[src/rtl/brush_painter.sv]
// Paints a clipped square brush into a 4-bpp frame buffer, one pixel per cycle,
// and clears the whole canvas on request. Write port outputs are registered.
module brush_painter #(
    parameter int          H_RES    = 640,
    parameter int          V_RES    = 480,
    parameter int          ADDR_W   = 19,
    parameter logic [3:0]  BG_COLOR = 4'h0
) (
    input  logic              clk_in,
    input  logic              rst_in,
    input  logic [9:0]        cursor_loc_x,
    input  logic [8:0]        cursor_loc_y,
    input  logic [3:0]        cursor_color,
    input  logic [2:0]        stroke_width,
    input  logic              pen_down_in,
    input  logic              clear_in,
    output logic              we_out,
    output logic [ADDR_W-1:0] addr_out,
    output logic [3:0]        data_out,
    output logic              busy_out
);

    typedef enum logic [1:0] {IDLE, SETUP, PAINT, CLEAR} state_t;

    localparam logic signed [10:0] X_MAX     = 11'(H_RES - 1);
    localparam logic signed [10:0] Y_MAX     = 11'(V_RES - 1);
    localparam logic [10:0]        X_LIM     = 11'(H_RES);
    localparam logic [10:0]        Y_LIM     = 11'(V_RES);
    localparam logic [ADDR_W-1:0]  LAST_ADDR = ADDR_W'(H_RES * V_RES - 1);

    state_t state, next_state;

    // Captured stroke, last painted stroke, clamped bounds and pixel walker.
    logic [9:0] cap_x, last_x, x0_r, x1_r, px, nxt_px;
    logic [8:0] cap_y, last_y, y1_r, py, nxt_py;
    logic [3:0] cap_color, last_color;
    logic [2:0] cap_w, last_w;
    logic       last_valid;

    logic signed [10:0] lo_x, hi_x, hi_y;
    logic signed [9:0]  lo_y;
    logic [9:0]         x0, x1;
    logic [8:0]         y0, y1;
    logic               empty, trigger, last_px;
    logic [ADDR_W-1:0]  paint_addr, addr_d;
    logic               we_d;
    logic [3:0]         data_d;

    assign busy_out = (state != IDLE);

    assign trigger = pen_down_in &&
                     (!last_valid ||
                      {cursor_loc_x, cursor_loc_y, cursor_color, stroke_width} !=
                      {last_x, last_y, last_color, last_w});

    assign last_px = (px == x1_r) && (py == y1_r);

    // Clamp the brush square to the canvas with signed arithmetic.
    always_comb begin
        lo_x  = $signed({1'b0, cap_x}) - $signed({8'b0, cap_w});
        hi_x  = $signed({1'b0, cap_x}) + $signed({8'b0, cap_w});
        lo_y  = $signed({1'b0, cap_y}) - $signed({7'b0, cap_w});
        hi_y  = $signed({2'b0, cap_y}) + $signed({8'b0, cap_w});
        x0    = lo_x[10] ? 10'd0 : lo_x[9:0];
        x1    = (hi_x > X_MAX) ? X_MAX[9:0] : hi_x[9:0];
        y0    = lo_y[9] ? 9'd0 : lo_y[8:0];
        y1    = (hi_y > Y_MAX) ? Y_MAX[8:0] : hi_y[8:0];
        empty = ({1'b0, cap_x} >= X_LIM) || ({2'b0, cap_y} >= Y_LIM);
    end

    // Next raster position and its frame-buffer address.
    always_comb begin
        // NOTE: every comb output gets a default first so no latch is inferred.
        nxt_px = px;
        nxt_py = py;
        if (state == SETUP) begin
            nxt_px = x0;
            nxt_py = y0;
        end else if (px == x1_r) begin
            nxt_px = x0_r;
            nxt_py = py + 9'd1;
        end else begin
            nxt_px = px + 10'd1;
        end
        if (H_RES == 640)
            paint_addr = (ADDR_W'(nxt_py) << 9) + (ADDR_W'(nxt_py) << 7) + ADDR_W'(nxt_px);
        else
            paint_addr = ADDR_W'(nxt_py) * ADDR_W'(H_RES) + ADDR_W'(nxt_px);
    end

    always_ff @(posedge clk_in) begin
        if (rst_in)
            state <= IDLE;
        else
            state <= next_state;
    end

    always_comb begin
        next_state = state;
        case (state)
            IDLE:    if (clear_in) next_state = CLEAR;
                     else if (trigger) next_state = SETUP;
            SETUP:   if (clear_in) next_state = CLEAR;
                     else if (empty) next_state = IDLE;
                     else next_state = PAINT;
            PAINT:   if (clear_in) next_state = CLEAR;
                     else if (last_px) next_state = IDLE;
            CLEAR:   if (addr_out == LAST_ADDR) next_state = IDLE;
            default: next_state = IDLE;
        endcase
    end

    // Write port contents for the next cycle, keyed on where the FSM is going.
    always_comb begin
        we_d   = 1'b0;
        addr_d = addr_out;
        data_d = data_out;
        if (next_state == CLEAR) begin
            we_d   = 1'b1;
            data_d = BG_COLOR;
            addr_d = (state == CLEAR) ? addr_out + ADDR_W'(1) : '0;
        end else if (next_state == PAINT) begin
            we_d   = 1'b1;
            data_d = cap_color;
            addr_d = paint_addr;
        end
    end

    always_ff @(posedge clk_in) begin
        if (rst_in) begin
            we_out     <= 1'b0;
            addr_out   <= '0;
            data_out   <= '0;
            last_valid <= 1'b0;
        end else begin
            we_out   <= we_d;
            addr_out <= addr_d;
            data_out <= data_d;
            if ((state == SETUP || state == PAINT) && next_state == IDLE)
                last_valid <= 1'b1;
            else if ((next_state == CLEAR && state != CLEAR) ||
                     (state == IDLE && !pen_down_in))
                last_valid <= 1'b0;
        end
    end

    // NOTE: pure datapath registers carry no reset; last_valid and the FSM
    // guarantee nothing reads them before they are loaded.
    always_ff @(posedge clk_in) begin
        if (state == IDLE && next_state == SETUP) begin
            cap_x     <= cursor_loc_x;
            cap_y     <= cursor_loc_y;
            cap_color <= cursor_color;
            cap_w     <= stroke_width;
        end
        if (state == SETUP) begin
            x0_r <= x0;
            x1_r <= x1;
            y1_r <= y1;
        end
        if (next_state == PAINT) begin
            px <= nxt_px;
            py <= nxt_py;
        end
        if ((state == SETUP || state == PAINT) && next_state == IDLE) begin
            last_x     <= cap_x;
            last_y     <= cap_y;
            last_color <= cap_color;
            last_w     <= cap_w;
        end
    end

endmodule
[config.mk]
export PLATFORM = sky130hd
export DESIGN_NAME = brush_painter
export DESIGN_NICKNAME = d
export VERILOG_FILES = /design/src/rtl/brush_painter.sv
export SDC_FILE = /design/constraint.sdc
export NUM_CORES = 1
export LEC_CHECK = 0
export CORE_ASPECT_RATIO = 0.8
export CORE_MARGIN = 8
export CORE_UTILIZATION = 30
export CTS_CLUSTER_SIZE = 16
export DETAILED_ROUTE_END_ITERATION = 10
export GPL_ROUTABILITY_DRIVEN = 0
export SLEW_MARGIN = 10
export SYNTH_ARGS = -nofsm -noshare
export SYNTH_HDL_FRONTEND = slang
export SYNTH_SLANG_ARGS = --single-unit
[constraint.sdc]
create_clock -name clk_in -period 5.62 [get_ports clk_in]
set_input_delay 1.124 -clock clk_in [delete_from_list [all_inputs] [get_ports clk_in]]
set_output_delay 1.124 -clock clk_in [all_outputs]
set_load 0.1 [all_outputs]
Word level (Yosys, flattened, before mapping)
Cells that the tools add are included. W data, S select, Z words.

Multiplexer cells: 21. Add/sub/neg operators: 9. Magnitude comparators: 4. Reduce and logical (&&, ||, !) cells: 18. Eq/ne operators: 11.

Operators with widths (number): $mux W19 (3); $mux W10 (3); $mux W9 (3); $ne A26 B26 Y1 (1); $add A18 B16 Y19 (1); $add A19 B1 Y19 const B (1); $add A19 B10 Y19 (1); $eq A19 B19 Y1 const B (1); $mux W2 (7); $add A10 B3 Y11 (1); $gt A11 B11 Y1 const B (1); $sub A10 B3 Y11 (1); $add A10 B1 Y10 const B (1); $add A9 B3 Y10 (1); $eq A10 B10 Y1 (1); $ge A10 B10 Y1 const B (1); $gt A10 B9 Y1 const B (1); $sub A9 B3 Y10 (1); $add A9 B1 Y9 const B (1); $eq A9 B9 Y1 (1); $ge A9 B9 Y1 const B (1); $eq A2 B2 Y1 const B (4); $pmux W2 S4 (1); $logic_and A1 B1 Y1 (6); other kinds (8) (19).

Input bits: 30. Bits in registers: 127. Output and inout bits: 25. Word-level logic and storage cells: 81.

Depth between registers and ports, before layout
Gate-level depths: netlist of run 1.

Word-level depth: 11. Mapped depth: 21. Mapped depth without buffers: 21.

Least setup slack after synthesis of run 1
No wires, ideal clock.

Kind: register to register. Start: register cap_w[1]. End: register addr_out[16]. Arrival time: 4.530 ns. Clock period less this slack: 4.647 ns. Cell stages (with the launch flop): 21. Buffers on the path: 0. Library setup time: 0.118 ns. Data required time: 5.502 ns. Path slack: 0.973 ns. Cells stage by stage: edfxtp_1 > inv_1 > ha_1 > nor2b_1 > o21ai_0 > nor2b_1 > nand2_1 > or3_1 > mux2_2 > nand2_1 > o21ai_0 > fa_1 > fa_1 > a211oi_1 > nor2_1 > o31ai_1 > nand2b_1 > a21oi_1 > xor2_1 > o32ai_1 > a32o_1.

Elaborated cells on any way between the ends: 10. Classes of those cells: 4 x add/sub; 6 x mux.

RTL lines: from (decl) (line 37) `logic [2:0] cap_w, last_w;`; from (signal assigned) (line 154) `cap_w <= stroke_width;`; $sub A10 B3 Y11 (line 60) `lo_x = $signed({1'b0, cap_x}) - $signed({8'b0, cap_w});`; $mux W10 (line 64) `x0 = lo_x[10] ? 10'd0 : lo_x[9:0];`; net x0[9] (line 42) `logic [9:0] x0, x1;`; $mux W10 (line 76) `if (state == SETUP) begin`; net nxt_px[9] (line 34) `logic [9:0] cap_x, last_x, x0_r, x1_r, px, nxt_px;`; $add A19 B10 Y19 (line 86) `paint_addr = (ADDR_W'(nxt_py) << 9) + (ADDR_W'(nxt_py) << 7) + ADDR_W'(nxt_px);`; $mux W19 (line 122) `end else if (next_state == PAINT) begin`; $mux W19 (line 118) `if (next_state == CLEAR) begin`; to (signal assigned) (line 137) `addr_out <= addr_d;`; to (decl) (line 18) `output logic [ADDR_W-1:0] addr_out,`.

The timed path passes the listed nets, and every way through them passes these cells. The select of a mux whose other input is x is not followed. A chain may end at the register's enable or synchronous reset.

Worst setup path after layout of run 1
Start: register cap_x[1]. End: register addr_out[16].

Elaborated cells on any way between the ends: 14. Classes of those cells: 2 x add/sub; 1 x order compare; 2 x eq/ne; 7 x mux; 2 x reduce/logical.

RTL lines: from (decl) (line 34); from (signal assigned) (line 151) `cap_x <= cursor_loc_x;`; $sub A10 B3 Y11 (line 60); $mux W10 (line 64); net x0[9] (line 42); $mux W10 (line 76); net nxt_px[9] (line 34); $add A19 B10 Y19 (line 86); $mux W19 (line 122); $mux W19 (line 118).

The timed path passes the listed nets, and every way through them passes these cells. The select of a mux whose other input is x is not followed.

==> reports/results.env, run 1 <==
HP-CLASS='flop to flop'
REPORT.FINAL.SLEW_VIOL_COUNT=0
YOSYSWARNINGCOUNT=0
MIN_PERIOD_OVER_PERIOD_PCT=88.9
NUMBER_OF_ENABLE_TYPE_REGISTER_CELLS_IN_THE_SYNTHESIZED_NETLIST=100
POST_DRT_VIA_CELL_RATIO=5.11
DP_CELLS=1047
NUM_VIAS=5513
P_PER_AREA_nW_PER_UM2=729
ASYNC_FLOP_SHARE_PCT=0
OVERFLOW=0
H-TREE-DEPTH=4
CP_CELL_SEQUENCE='ha_1 > nor2b_1 > o21ai_0 > nor2b_1 > nand2_1 > or3_1 > mux2_2 > nand2_1 > o21ai_0 > fa_1 > fa_1 > a211oi_1 > nor2_1 > o31ai_1 > nand2b_1 > a21oi_1 > xor2_1 > o32ai_1 > a32o_1'
END_KIND='flop'
NUM_ANTENNA_CELLS=0
CLK_PATH_BUF_DEPTH=2
PORT_BUFFERS=54
TOP_LEVEL_PORTS=55
SYNTH_FP_NETS=763
GRT_PASS1_VIAS=5398
SYNTH-SEQ-CELLS=127
PLACED_AREA_SQ_UM=8250
CTS.HOLD.BUFFERS_ADDED=0
CRITPATHKIND='flop to flop'
AVGROUTEDWIREPERCELL_UM=17.7
FMAX_GHz=0.200
SYNTH_COMPOUND_AREA_SHARE_PCT=12.9
INITIAL_ANTENNA_VIOLATION_COUNT=0
START_UTIL_PCT=30.3
DR.FIRST_ITER.DRC_COUNT=410
CRITICAL_PATH.MAX_FANOUT=5
SYNTHMOSTINSTANTIATEDCELL='sky130_fd_sc_hd__edfxtp_1'
IR_DROP_uV=328
MAX-SLEW-MARGIN-REL_PCT=33.8
ROUTE.ANTENNA.REMAINING_NETS=0
MEAN_INSTANCE_SIZE_IN_THE_SYNTHESIZED_NETLIST_SQ_UM=10.6
DIEHEIGHT_UM=156
LEAK_PWR_nW=3.15
FINISHED_LAYOUT_CELL_AREA_SQ_UM=8920
SYNTH_TOP_CELL_AREA_SHARE_PCT=41.0
NUM_CTS_BUFFERS=17
INSERTION_DELAY_NS=0.42
SYNTH_TOP_FAMILY_BY_AREA='simple AND/OR/NAND/NOR gates'
FLOW.AREA_GROWTH_FROM_SYNTHESIS_PCT=21.7
DIE_X_UM=191
WORSTSETUPSTARTPOINTTYPE='flop'
DRT_PASS_1_ITERS=5
DP_WORST_SETUP_SLACK_NS=0.654
FINAL_WORST_SETUP_SLACK_NS=0.624
STATUS='finished clean'
POST-ROUTE-MIN-PERIOD_NS=5.00
PLACE_HPWL_MM=14.1
SETUP_VIOL=0
CRITPATHMAXSTAGEDELAY_NS=0.58
SYNTHCELLS=690
LAYOUT.AREA.SEQ_SQ_UM=3540
GRT_SETUP_UNREPAIRED='false'
WORST-ENDPOINT-ARRIVAL_NS=5.30
HOLDWS_NS=0.453
POST-SYNTH-TOP-AREA-CELL='sky130_fd_sc_hd__edfxtp_1'
DRIVE_GT1_SHARE_PCT=8.41
ROUTE.DETAILED.DRC=0
CTS-ROOT-BUF='sky130_fd_sc_hd__clkbuf_16'
SYNTH-SEQ-AREA-SHARE_PCT=48.3
POST_CTS_BUFFERS=0
PIN_COUNT_OF_THE_BIGGEST_NET_ENTERING_GLOBAL_ROUTING=49
CLOCK_SINKS=127
SYNTH_MUX_AREA_SHARE_PCT=1.45
SYNTH_AREA_LEADERS='sky130_fd_sc_hd__edfxtp_1 (41%), sky130_fd_sc_hd__xnor2_1 (7.5%), sky130_fd_sc_hd__dfxtp_1 (7.4%)'
MAPPEDNETLISTAREA_SQ_UM=7330
CLOCK-SKEW-FINAL_NS=0.00881
MULTI_INPUT_GATE_AREA_IN_THE_FINAL_LAYOUT_SQ_UM=3560
FILLCELLCOUNT=2350
DRV.MAX_CAP_VIOLATION_COUNT=0
FINALNETCOUNT=821
POST_SYNTH_FA_HA_MAJ_AREA_FRACTION_PCT=7.95
POST_SYNTH_MOST_FREQUENT_CELLS='sky130_fd_sc_hd__edfxtp_1 (100), sky130_fd_sc_hd__xnor2_1 (63), sky130_fd_sc_hd__nand2_1 (55), sky130_fd_sc_hd__nor2_1 (50), sky130_fd_sc_hd__ha_1 (37)'
TIMING.SETUP.TNS_NS=0
CTSRESIZECOUNT=0
DIE_AREA_SQ_UM=29700
YOSYS.CELL_TYPES.COUNT=61
ROWS=51
XOR_XNOR_PORTION_OF_THE_SYNTHESIZED_CELL_AREA_PCT=10.5
CRIT_SLOWEST_CELL='sky130_fd_sc_hd__fa_1'
WORSTMARGINPINSLEW_NS=0.983
GLOBAL_ROUTE.USAGE.TOTAL_PCT=13.0
CTS_TREE='yes'
CLOCK_PIN_SLEW_REPORTED_FOR_THE_WORST_SETUP_AND_HOLD_PATHS_AFTER_CLOCK_TREE_SYNTHESIS_NS=0.06
FINISH.CELL_COUNT_WITHOUT_FILLERS=1079
FINALWIRELENGTH_MM=19.1
HOLD_VIOL=0
SYNTH_SIMPLE_GATE_AREA_SHARE_PCT=15.8
CP_DATA_REQUIRED_TIME_NS=5.93
GRT_FIRST_PASS_WIRELENGTH_MM=30.3
DESIGN.CORE.AREA_SQ_UM=24200
MOST_FREQUENTLY_USED_FLOP_MASTER_AFTER_SYNTHESIS='sky130_fd_sc_hd__edfxtp_1'
-- per-stage QoR --
step	total power, W	utilization [%]
finish	0.00651	36.9
global route	0.00699	36.9
CTS	0.00655	36.9
detailed placement	0.00523	34.1
global placement	0.00520	34.1
floorplan	0.00435	-
-- where the power goes --
part / switching [W] / total (W) / internal (W)
Combinational: 0.00202 / 0.00330 / 0.00128
Sequential: 0.000362 / 0.00193 / 0.00157
Clock: 0.000433 / 0.00128 / 0.000846
-- layer usage --
metal | share of wire, % | global-route usage, %
met4 | 0.96 | 3.24
met1 | 48 | 17.8
met2 | 46 | 20.4
met3 | 5.1 | 2.82
met5 | 0 | 0
-- layout make-up --
cell class / count / share of cell area, %
multi-input combinational: 506 / 40.0
inverter: 31 / 1.30
timing repair buffer: 65 / 6.98
clock buffer: 19 / 4.96
clock inverter: 13 / 2.62
sequential: 127 / 39.7
tap: 318 / 4.46
-- cell families (layout without fill, tap and decap cells) --
group | after synthesis | in the layout
simple gates | 231 | 231
compound gates | 134 | 134
flops | 127 | 127
xor+xnor | 88 | 88
buf+inv | 57 | 128
fa+ha+maj | 43 | 43
mux | 10 | 10
-- critical path, delay by kind of cell, from the launching register on --
family,cells,cell delay (ns)
flops,1,0.49
xor+xnor,1,0.16
simple gates,7,1.07
compound gates,7,1.42
mux,1,0.29
fa+ha+maj,3,1.44
-- registers in the layout (all words and copies together), names as in the netlist --
signal and flops:
x0_r 10, state 2, last_y 9, data_out 4, x1_r 10, we_out 1
cap_x 10, y1_r 9, px 10, addr_out 19, py 9, cap_y 9
last_x 10, last_valid 1, cap_w 3, last_w 3, cap_color 4, last_color 4
-- cells in the final DEF, fill, tap and decap left out, types with 21 or more instances in the layout --
cell type and instances:
sky130_fd_sc_hd__edfxtp_1 100, sky130_fd_sc_hd__inv_1 29, sky130_fd_sc_hd__ha_1 36, sky130_fd_sc_hd__a21oi_1 21
sky130_fd_sc_hd__xnor2_1 63, sky130_fd_sc_hd__clkdlybuf4s50_1 54, sky130_fd_sc_hd__nand2_1 55, sky130_fd_sc_hd__dfxtp_1 27
sky130_fd_sc_hd__nand3_1 33, sky130_fd_sc_hd__o21ai_0 30, sky130_fd_sc_hd__nor2_1 49, sky130_fd_sc_hd__xor2_1 25
-- worst paths after layout --
path | from | to | slack (ns) | cells after the start
setup / recovery | cap_x[1]$_DFFE_PP_ | addr_out[16]$_SDFFE_PP0P_ | 0.62 | 19
hold / removal | cap_color[3]$_DFFE_PP_ | last_color[3]$_DFFE_PP_ | 0.45 | 0
setup reg to reg | cap_x[1]$_DFFE_PP_ | addr_out[16]$_SDFFE_PP0P_ | 0.62 | 19
hold reg to reg | cap_color[3]$_DFFE_PP_ | last_color[3]$_DFFE_PP_ | 0.45 | 0
Power figures use the tool's default switching activity.
==> run 2, diff against run 1 <==
RECOVER_POWER = 50   (was default)
==> reports/results.env, run 2 (same netlist as run 1, synthesis figures left out) <==
PIN_COUNT_OF_THE_BIGGEST_NET_ENTERING_GLOBAL_ROUTING=49  # unchanged
END_KIND='flop'  # unchanged
CTSRESIZECOUNT=0  # unchanged
CLOCK-SKEW-FINAL_NS=0.00926  # was 0.00881 ns
ROUTE.ANTENNA.REMAINING_NETS=0  # unchanged
PLACE_HPWL_MM=14.1  # unchanged
TIMING.SETUP.TNS_NS=0  # unchanged
TOP_LEVEL_PORTS=55  # unchanged
FLOW.AREA_GROWTH_FROM_SYNTHESIS_PCT=21.6  # was 21.7%
SETUP_VIOL=0  # unchanged
HOLDWS_NS=0.453  # about the same
P_PER_AREA_nW_PER_UM2=728  # was 729 nW/um^2
LARGEST_REGISTER='addr_out'  # unchanged
POST_DRT_VIA_CELL_RATIO=5.08  # was 5.11
DP_WORST_SETUP_SLACK_NS=0.654  # unchanged
INSERTION_DELAY_NS=0.42  # about the same
STATUS='finished clean'  # unchanged
WORSTMARGINPINSLEW_NS=0.985  # was 0.983 ns
CLK_PATH_BUF_DEPTH=2  # unchanged
CLOCK_PIN_SLEW_REPORTED_FOR_THE_WORST_SETUP_AND_HOLD_PATHS_AFTER_CLOCK_TREE_SYNTHESIS_NS=0.06  # about the same
DESIGN.CORE.AREA_SQ_UM=24200  # unchanged
FILLCELLCOUNT=2353  # was 2350
CP_DATA_REQUIRED_TIME_NS=5.93  # about the same
NUM_VIAS=5482  # was 5513
R2R_SETUP_SLACK_NS=0.56  # was 0.62 ns
HOLDPATHSTAGES=0  # unchanged
NUM_CTS_BUFFERS=17  # unchanged
CRITICAL_PATH.MAX_FANOUT=5  # unchanged
HP-CLASS='flop to flop'  # unchanged
DRV.MAX_CAP_VIOLATION_COUNT=0  # unchanged
REG2REG_DEPTH=19  # unchanged
GRT_FIRST_PASS_WIRELENGTH_MM=30.3  # unchanged
GRT_SETUP_UNREPAIRED='false'  # unchanged
FINALNETCOUNT=821  # unchanged
GLOBAL_ROUTE.USAGE.TOTAL_PCT=13.0  # unchanged
CTS-ROOT-BUF='sky130_fd_sc_hd__clkbuf_16'  # unchanged
CRITPATHKIND='flop to flop'  # unchanged
CTS.HOLD.BUFFERS_ADDED=0  # unchanged
FINAL_CORE_UTILIZATION_PCT=36.9  # about the same
PORT_BUFFERS=54  # unchanged
POST-ROUTE-MIN-PERIOD_NS=5.06  # was 5.00 ns
FINAL_WORST_SETUP_SLACK_NS=0.564  # was 0.624 ns
WORSTSETUPSTARTPOINTTYPE='flop'  # unchanged
LARGEST_REG_FLOPS=19  # unchanged
H-TREE-DEPTH=4  # unchanged
START_UTIL_PCT=30.3  # unchanged
DIE_AREA_SQ_UM=29700  # unchanged
MAX-SLEW-MARGIN-REL_PCT=33.7  # was 33.8%
ROUTE.DETAILED.DRC=0  # unchanged
ROWS=51  # unchanged
GRT_PASS1_VIAS=5398  # unchanged
MOST-COMMON-LAYOUT-CELLS='sky130_fd_sc_hd__edfxtp_1 (100), sky130_fd_sc_hd__xnor2_1 (63), sky130_fd_sc_hd__nand2_1 (55)'  # unchanged
AVGROUTEDWIREPERCELL_UM=17.7  # about the same
NUM_ANTENNA_CELLS=0  # unchanged
CLOCK_SINKS=127  # unchanged
CRITICAL_PATH.STARTPOINT='cap_x[1]$_DFFE_PP_'  # unchanged
IR_DROP_uV=328  # about the same
LAYOUT_COMMONEST_CELL='sky130_fd_sc_hd__edfxtp_1'  # unchanged
R2R-END='addr_out[16]$_SDFFE_PP0P_'  # unchanged
FMAX_GHz=0.198  # was 0.200 GHz
WORST-ENDPOINT-ARRIVAL_NS=5.36  # was 5.30 ns
LEAK_PWR_nW=3.16  # was 3.15 nW
HOLD_VIOL=0  # unchanged
INITIAL_ANTENNA_VIOLATION_COUNT=0  # unchanged
MIN_TO='last_color[3]$_DFFE_PP_'  # unchanged
CRITICAL_PATH.REG2REG.STARTPOINT='cap_x[1]$_DFFE_PP_'  # unchanged
OVERFLOW=0  # unchanged
DR.FIRST_ITER.DRC_COUNT=460  # was 410
DIEHEIGHT_UM=156  # unchanged
DRIVE_GT1_SHARE_PCT=7.62  # was 8.41%
POST_CTS_BUFFERS=0  # unchanged
REPORT.FINAL.SLEW_VIOL_COUNT=0  # unchanged
DIE_X_UM=191  # unchanged
FINALWIRELENGTH_MM=19.1  # about the same
DRT_PASS_1_ITERS=5  # unchanged
MIN_PERIOD_OVER_PERIOD_PCT=90.0  # was 88.9%
CTS_TREE='yes'  # unchanged
TIMING.HOLD.WORST.START='cap_color[3]$_DFFE_PP_'  # unchanged
## run 2: changes by cell type in the layout (fill, tap and decap cells not counted), sizes merged
cell and change:
clkbuf +2, buf -2, dlygate4sd3 +26, clkdlybuf4s50 -26
## run 2: worst max-delay path by stage
| stage | endpoint | slack (ns) | depth (start not counted) |
|---|---|---|---|
| finish | addr_out[16]$_SDFFE_PP0P_ | 0.56 | 19 |
| global route | addr_out[16]$_SDFFE_PP0P_ | 0.12 | 19 |
| CTS | addr_out[16]$_SDFFE_PP0P_ | 0.60 | 19 |
| detailed placement | addr_out[16]$_SDFFE_PP0P_ | 0.65 | 19 |
| global placement | addr_out[16]$_SDFFE_PP0P_ | 0.80 | 19 |
| floorplan | addr_out[16]$_SDFFE_PP0P_ | 0.97 | 20 |
## run 2: final cells by class
cell class	instances	area [sq um]	share of cell area [%]
clock inverter	13	234	2.63
inverter	31	116	1.31
clock buffer	19	443	4.97
multi-input combinational	506	3560	40.0
sequential	127	3540	39.8
tap	318	398	4.46
timing repair buffer	65	616	6.91
## run 2: per-stage QoR
step	instance area, sq um	instances	power [W]
after global placement	8250	1047	0.00520
after floorplan	7330	690	0.00435
final	8910	1079	0.00649
after global routing	8910	1079	0.00698
after detailed placement	8250	1047	0.00523
after CTS	8920	1079	0.00655
## run 2: per-layer routing
layer | track usage (%) | routed length (um) | vias up
met3 | 2.82 | 913 | 19
met4 | 3.24 | 187 | 0
met2 | 20.4 | 8790 | 140
met5 | 0 | 0 | -
li1 | - | - | 2647
met1 | 17.8 | 9170 | 2676
## run 2: power by group
part           internal (W)  switching [W]  leakage [nW]  total [W]
Clock              0.000846       0.000431         0.320    0.00128
Sequential          0.00157       0.000361          1.14    0.00193
Combinational       0.00127        0.00202          1.69    0.00328
## run 2: worst max-delay path, cell delays in order, from the launching register on
cell and delay (ns):
sky130_fd_sc_hd__edfxtp_1 0.49, sky130_fd_sc_hd__ha_1 0.36, sky130_fd_sc_hd__nor2b_1 0.13, sky130_fd_sc_hd__o21ai_0 0.19, sky130_fd_sc_hd__nor2b_1 0.23, sky130_fd_sc_hd__nand2_1 0.11
sky130_fd_sc_hd__or3_1 0.34, sky130_fd_sc_hd__mux2_1 0.33, sky130_fd_sc_hd__nand2_1 0.07, sky130_fd_sc_hd__o21ai_0 0.14, sky130_fd_sc_hd__fa_1 0.58, sky130_fd_sc_hd__fa_1 0.50
sky130_fd_sc_hd__a211oi_1 0.26, sky130_fd_sc_hd__nor2_1 0.11, sky130_fd_sc_hd__o31ai_1 0.32, sky130_fd_sc_hd__nand2b_1 0.09, sky130_fd_sc_hd__a21oi_1 0.18, sky130_fd_sc_hd__xor2_1 0.16
sky130_fd_sc_hd__o32ai_1 0.10, sky130_fd_sc_hd__a32o_1 0.24
==> run 3, diff against run 2 <==
CORE_MARGIN = 5   (was 8)
==> reports/results.env, run 3 (same netlist as run 1, synthesis figures left out) <==
STATUS='finished clean'  # unchanged
MOST-COMMON-LAYOUT-CELLS='sky130_fd_sc_hd__edfxtp_1 (100), sky130_fd_sc_hd__xnor2_1 (63), sky130_fd_sc_hd__nand2_1 (55)'  # unchanged
WORSTMARGINPINSLEW_NS=0.995  # was 0.985 ns
ROWS=51  # unchanged
CRITPATHKIND='flop to flop'  # unchanged
WORSTSETUPSTARTPOINTTYPE='flop'  # unchanged
HP-CLASS='flop to flop'  # unchanged
NUM_CTS_BUFFERS=17  # unchanged
PLACE_HPWL_MM=13.8  # was 14.1 mm
P_PER_AREA_nW_PER_UM2=716  # was 728 nW/um^2
DRT_PASS_1_ITERS=4  # was 5
DR.FIRST_ITER.DRC_COUNT=357  # was 460
CLOCK-SKEW-FINAL_NS=0.0133  # was 0.00926 ns
CP_DATA_REQUIRED_TIME_NS=5.93  # about the same
CLOCK_SINKS=127  # unchanged
FILLCELLCOUNT=2350  # was 2353
OVERFLOW=0  # unchanged
INSERTION_DELAY_NS=0.42  # about the same
LARGEST_REGISTER='addr_out'  # unchanged
CTSRESIZECOUNT=0  # unchanged
CRITICAL_PATH.STARTPOINT='cap_w[1]$_DFFE_PP_'  # was cap_x[1]$_DFFE_PP_
TIMING.HOLD.WORST.START='cap_color[3]$_DFFE_PP_'  # unchanged
HOLDPATHSTAGES=0  # unchanged
CRITICAL_PATH.MAX_FANOUT=7  # was 5
MIN_TO='last_color[3]$_DFFE_PP_'  # unchanged
INITIAL_ANTENNA_VIOLATION_COUNT=0  # unchanged
DIE_AREA_SQ_UM=27700  # was 29700 sq um
REPORT.FINAL.SLEW_VIOL_COUNT=0  # unchanged
MAX-SLEW-MARGIN-REL_PCT=33.1  # was 33.7%
TOP_LEVEL_PORTS=55  # unchanged
PORT_BUFFERS=54  # unchanged
AVGROUTEDWIREPERCELL_UM=17.3  # was 17.7 um
ROUTE.ANTENNA.REMAINING_NETS=0  # unchanged
DESIGN.CORE.AREA_SQ_UM=24200  # unchanged
FINALNETCOUNT=819  # was 821
GRT_PASS1_VIAS=5377  # was 5398
START_UTIL_PCT=30.3  # unchanged
PIN_COUNT_OF_THE_BIGGEST_NET_ENTERING_GLOBAL_ROUTING=33  # was 49
SETUP_VIOL=0  # unchanged
DRIVE_GT1_SHARE_PCT=7.52  # was 7.62%
GLOBAL_ROUTE.USAGE.TOTAL_PCT=13.7  # was 13.0%
DIEHEIGHT_UM=150  # was 156 um
CTS-ROOT-BUF='sky130_fd_sc_hd__clkbuf_16'  # unchanged
IR_DROP_uV=311  # was 328 uV
WORST-ENDPOINT-ARRIVAL_NS=5.42  # was 5.36 ns
END_KIND='flop'  # unchanged
CRITICAL_PATH.REG2REG.STARTPOINT='cap_w[1]$_DFFE_PP_'  # was cap_x[1]$_DFFE_PP_
FINAL_CORE_UTILIZATION_PCT=36.5  # was 36.9%
H-TREE-DEPTH=4  # unchanged
DRV.MAX_CAP_VIOLATION_COUNT=0  # unchanged
POST-ROUTE-MIN-PERIOD_NS=5.11  # was 5.06 ns
CTS.HOLD.BUFFERS_ADDED=0  # unchanged
GRT_FIRST_PASS_WIRELENGTH_MM=29.4  # was 30.3 mm
HOLD_VIOL=0  # unchanged
CLK_PATH_BUF_DEPTH=2  # unchanged
LARGEST_REG_FLOPS=19  # unchanged
R2R-END='addr_out[16]$_SDFFE_PP0P_'  # unchanged
FINALWIRELENGTH_MM=18.6  # was 19.1 mm
TIMING.SETUP.TNS_NS=0  # unchanged
NUM_VIAS=5472  # was 5482
REG2REG_DEPTH=20  # was 19
CTS_TREE='yes'  # unchanged
MULTI_INPUT_GATE_AREA_IN_THE_FINAL_LAYOUT_SQ_UM=3560  # unchanged
POST_CTS_BUFFERS=0  # unchanged
FLOW.AREA_GROWTH_FROM_SYNTHESIS_PCT=20.3  # was 21.6%
LAYOUT.AREA.SEQ_SQ_UM=3540  # unchanged
NUM_ANTENNA_CELLS=0  # unchanged
DIE_X_UM=185  # was 191 um
ROUTE.DETAILED.DRC=0  # unchanged
R2R_SETUP_SLACK_NS=0.51  # was 0.56 ns
FMAX_GHz=0.196  # was 0.198 GHz
LEAK_PWR_nW=3.11  # was 3.16 nW
GRT_SETUP_UNREPAIRED='false'  # unchanged
POST_DRT_VIA_CELL_RATIO=5.09  # was 5.08
CLOCK_PIN_SLEW_REPORTED_FOR_THE_WORST_SETUP_AND_HOLD_PATHS_AFTER_CLOCK_TREE_SYNTHESIS_NS=0.06  # about the same
LAYOUT_COMMONEST_CELL='sky130_fd_sc_hd__edfxtp_1'  # unchanged
MIN_PERIOD_OVER_PERIOD_PCT=90.9  # was 90.0%
-- run 3: changes by cell type in the layout (fill, tap and decap cells not counted) --
cell / before / now
sky130_fd_sc_hd__bufinv_16: 6 / 3
sky130_fd_sc_hd__inv_6: 1 / 3
sky130_fd_sc_hd__mux2_1: 3 / 1
sky130_fd_sc_hd__mux2_2: 2 / 4
sky130_fd_sc_hd__buf_4: 9 / 8
sky130_fd_sc_hd__clkbuf_1: 3 / 2
sky130_fd_sc_hd__clkbuf_8: 1 / 0
sky130_fd_sc_hd__clkinv_1: 2 / 3
sky130_fd_sc_hd__clkinv_2: 1 / 2
sky130_fd_sc_hd__clkinvlp_4: 3 / 2
-- run 3: power by group --
part / switching [W] / internal [W] / total [W] / leakage (nW)
registers: 0.000367 / 0.00157 / 0.00194 / 1.14
logic: 0.00200 / 0.00126 / 0.00326 / 1.68
clock network: 0.000423 / 0.000696 / 0.00112 / 0.285
-- run 3: stage by stage --
stage / cells / instance area [sq um] / setup WS, ns / total power, W / hold WS (ns)
3_5_place_dp: 1045 / 8230 / 0.536 / 0.00521 / 0.442
5_1_grt: 1076 / 8820 / 0.00165 / 0.00677 / 0.481
3_3_place_gp: 1045 / 8230 / 0.614 / 0.00518 / 0.441
2_1_floorplan: 690 / 7330 / 0.973 / 0.00435 / 0.421
6_report: 1076 / 8820 / 0.510 / 0.00632 / 0.459
4_1_cts: 1076 / 8820 / 0.494 / 0.00636 / 0.461
-- run 3: how the worst max path moves through the flow --
| stage | slack, ns | cells after the start | end |
|---|---|---|---|
| floorplan | 0.97 | 20 | addr_out[16]$_SDFFE_PP0P_ |
| global placement | 0.61 | 20 | addr_out[16]$_SDFFE_PP0P_ |
| detailed placement | 0.54 | 20 | addr_out[16]$_SDFFE_PP0P_ |
| CTS | 0.49 | 20 | addr_out[16]$_SDFFE_PP0P_ |
| global route | 0.002 | 20 | addr_out[16]$_SDFFE_PP0P_ |
| finish | 0.51 | 20 | addr_out[16]$_SDFFE_PP0P_ |
-- run 3: layout make-up --
type / count / share of cell area, %
Inverter: 31 / 1.32
Clock buffer: 18 / 4.87
Tap cell: 318 / 4.51
Sequential cell: 127 / 40.2
Timing Repair Buffer: 63 / 6.85
Clock inverter: 13 / 1.85
Multi-Input combinational cell: 506 / 40.4
-- run 3: layer usage --
layer	vias to the layer above	track usage (%)	wire length, um
li1	2657	-	-
met1	2662	20.0	9070
met2	137	20.7	8460
met3	16	3.13	906
met4	0	3.37	165
met5	-	0	0
-- run 3: critical path: stages (launching register included) --
cell	delay [ns]
sky130_fd_sc_hd__edfxtp_1	0.54
sky130_fd_sc_hd__inv_1	0.15
sky130_fd_sc_hd__ha_1	0.30
sky130_fd_sc_hd__nor2b_1	0.13
sky130_fd_sc_hd__o21ai_0	0.18
sky130_fd_sc_hd__nor2b_1	0.24
sky130_fd_sc_hd__nand2_1	0.11
sky130_fd_sc_hd__or3_1	0.34
sky130_fd_sc_hd__mux2_2	0.29
sky130_fd_sc_hd__nand2_1	0.06
sky130_fd_sc_hd__o21ai_0	0.14
sky130_fd_sc_hd__fa_1	0.57
sky130_fd_sc_hd__fa_1	0.50
sky130_fd_sc_hd__a211oi_1	0.23
sky130_fd_sc_hd__nor2_1	0.10
sky130_fd_sc_hd__o31ai_1	0.36
sky130_fd_sc_hd__nand2b_1	0.11
sky130_fd_sc_hd__a21oi_1	0.19
sky130_fd_sc_hd__xor2_1	0.16
sky130_fd_sc_hd__o32ai_1	0.10
sky130_fd_sc_hd__a32o_1	0.20
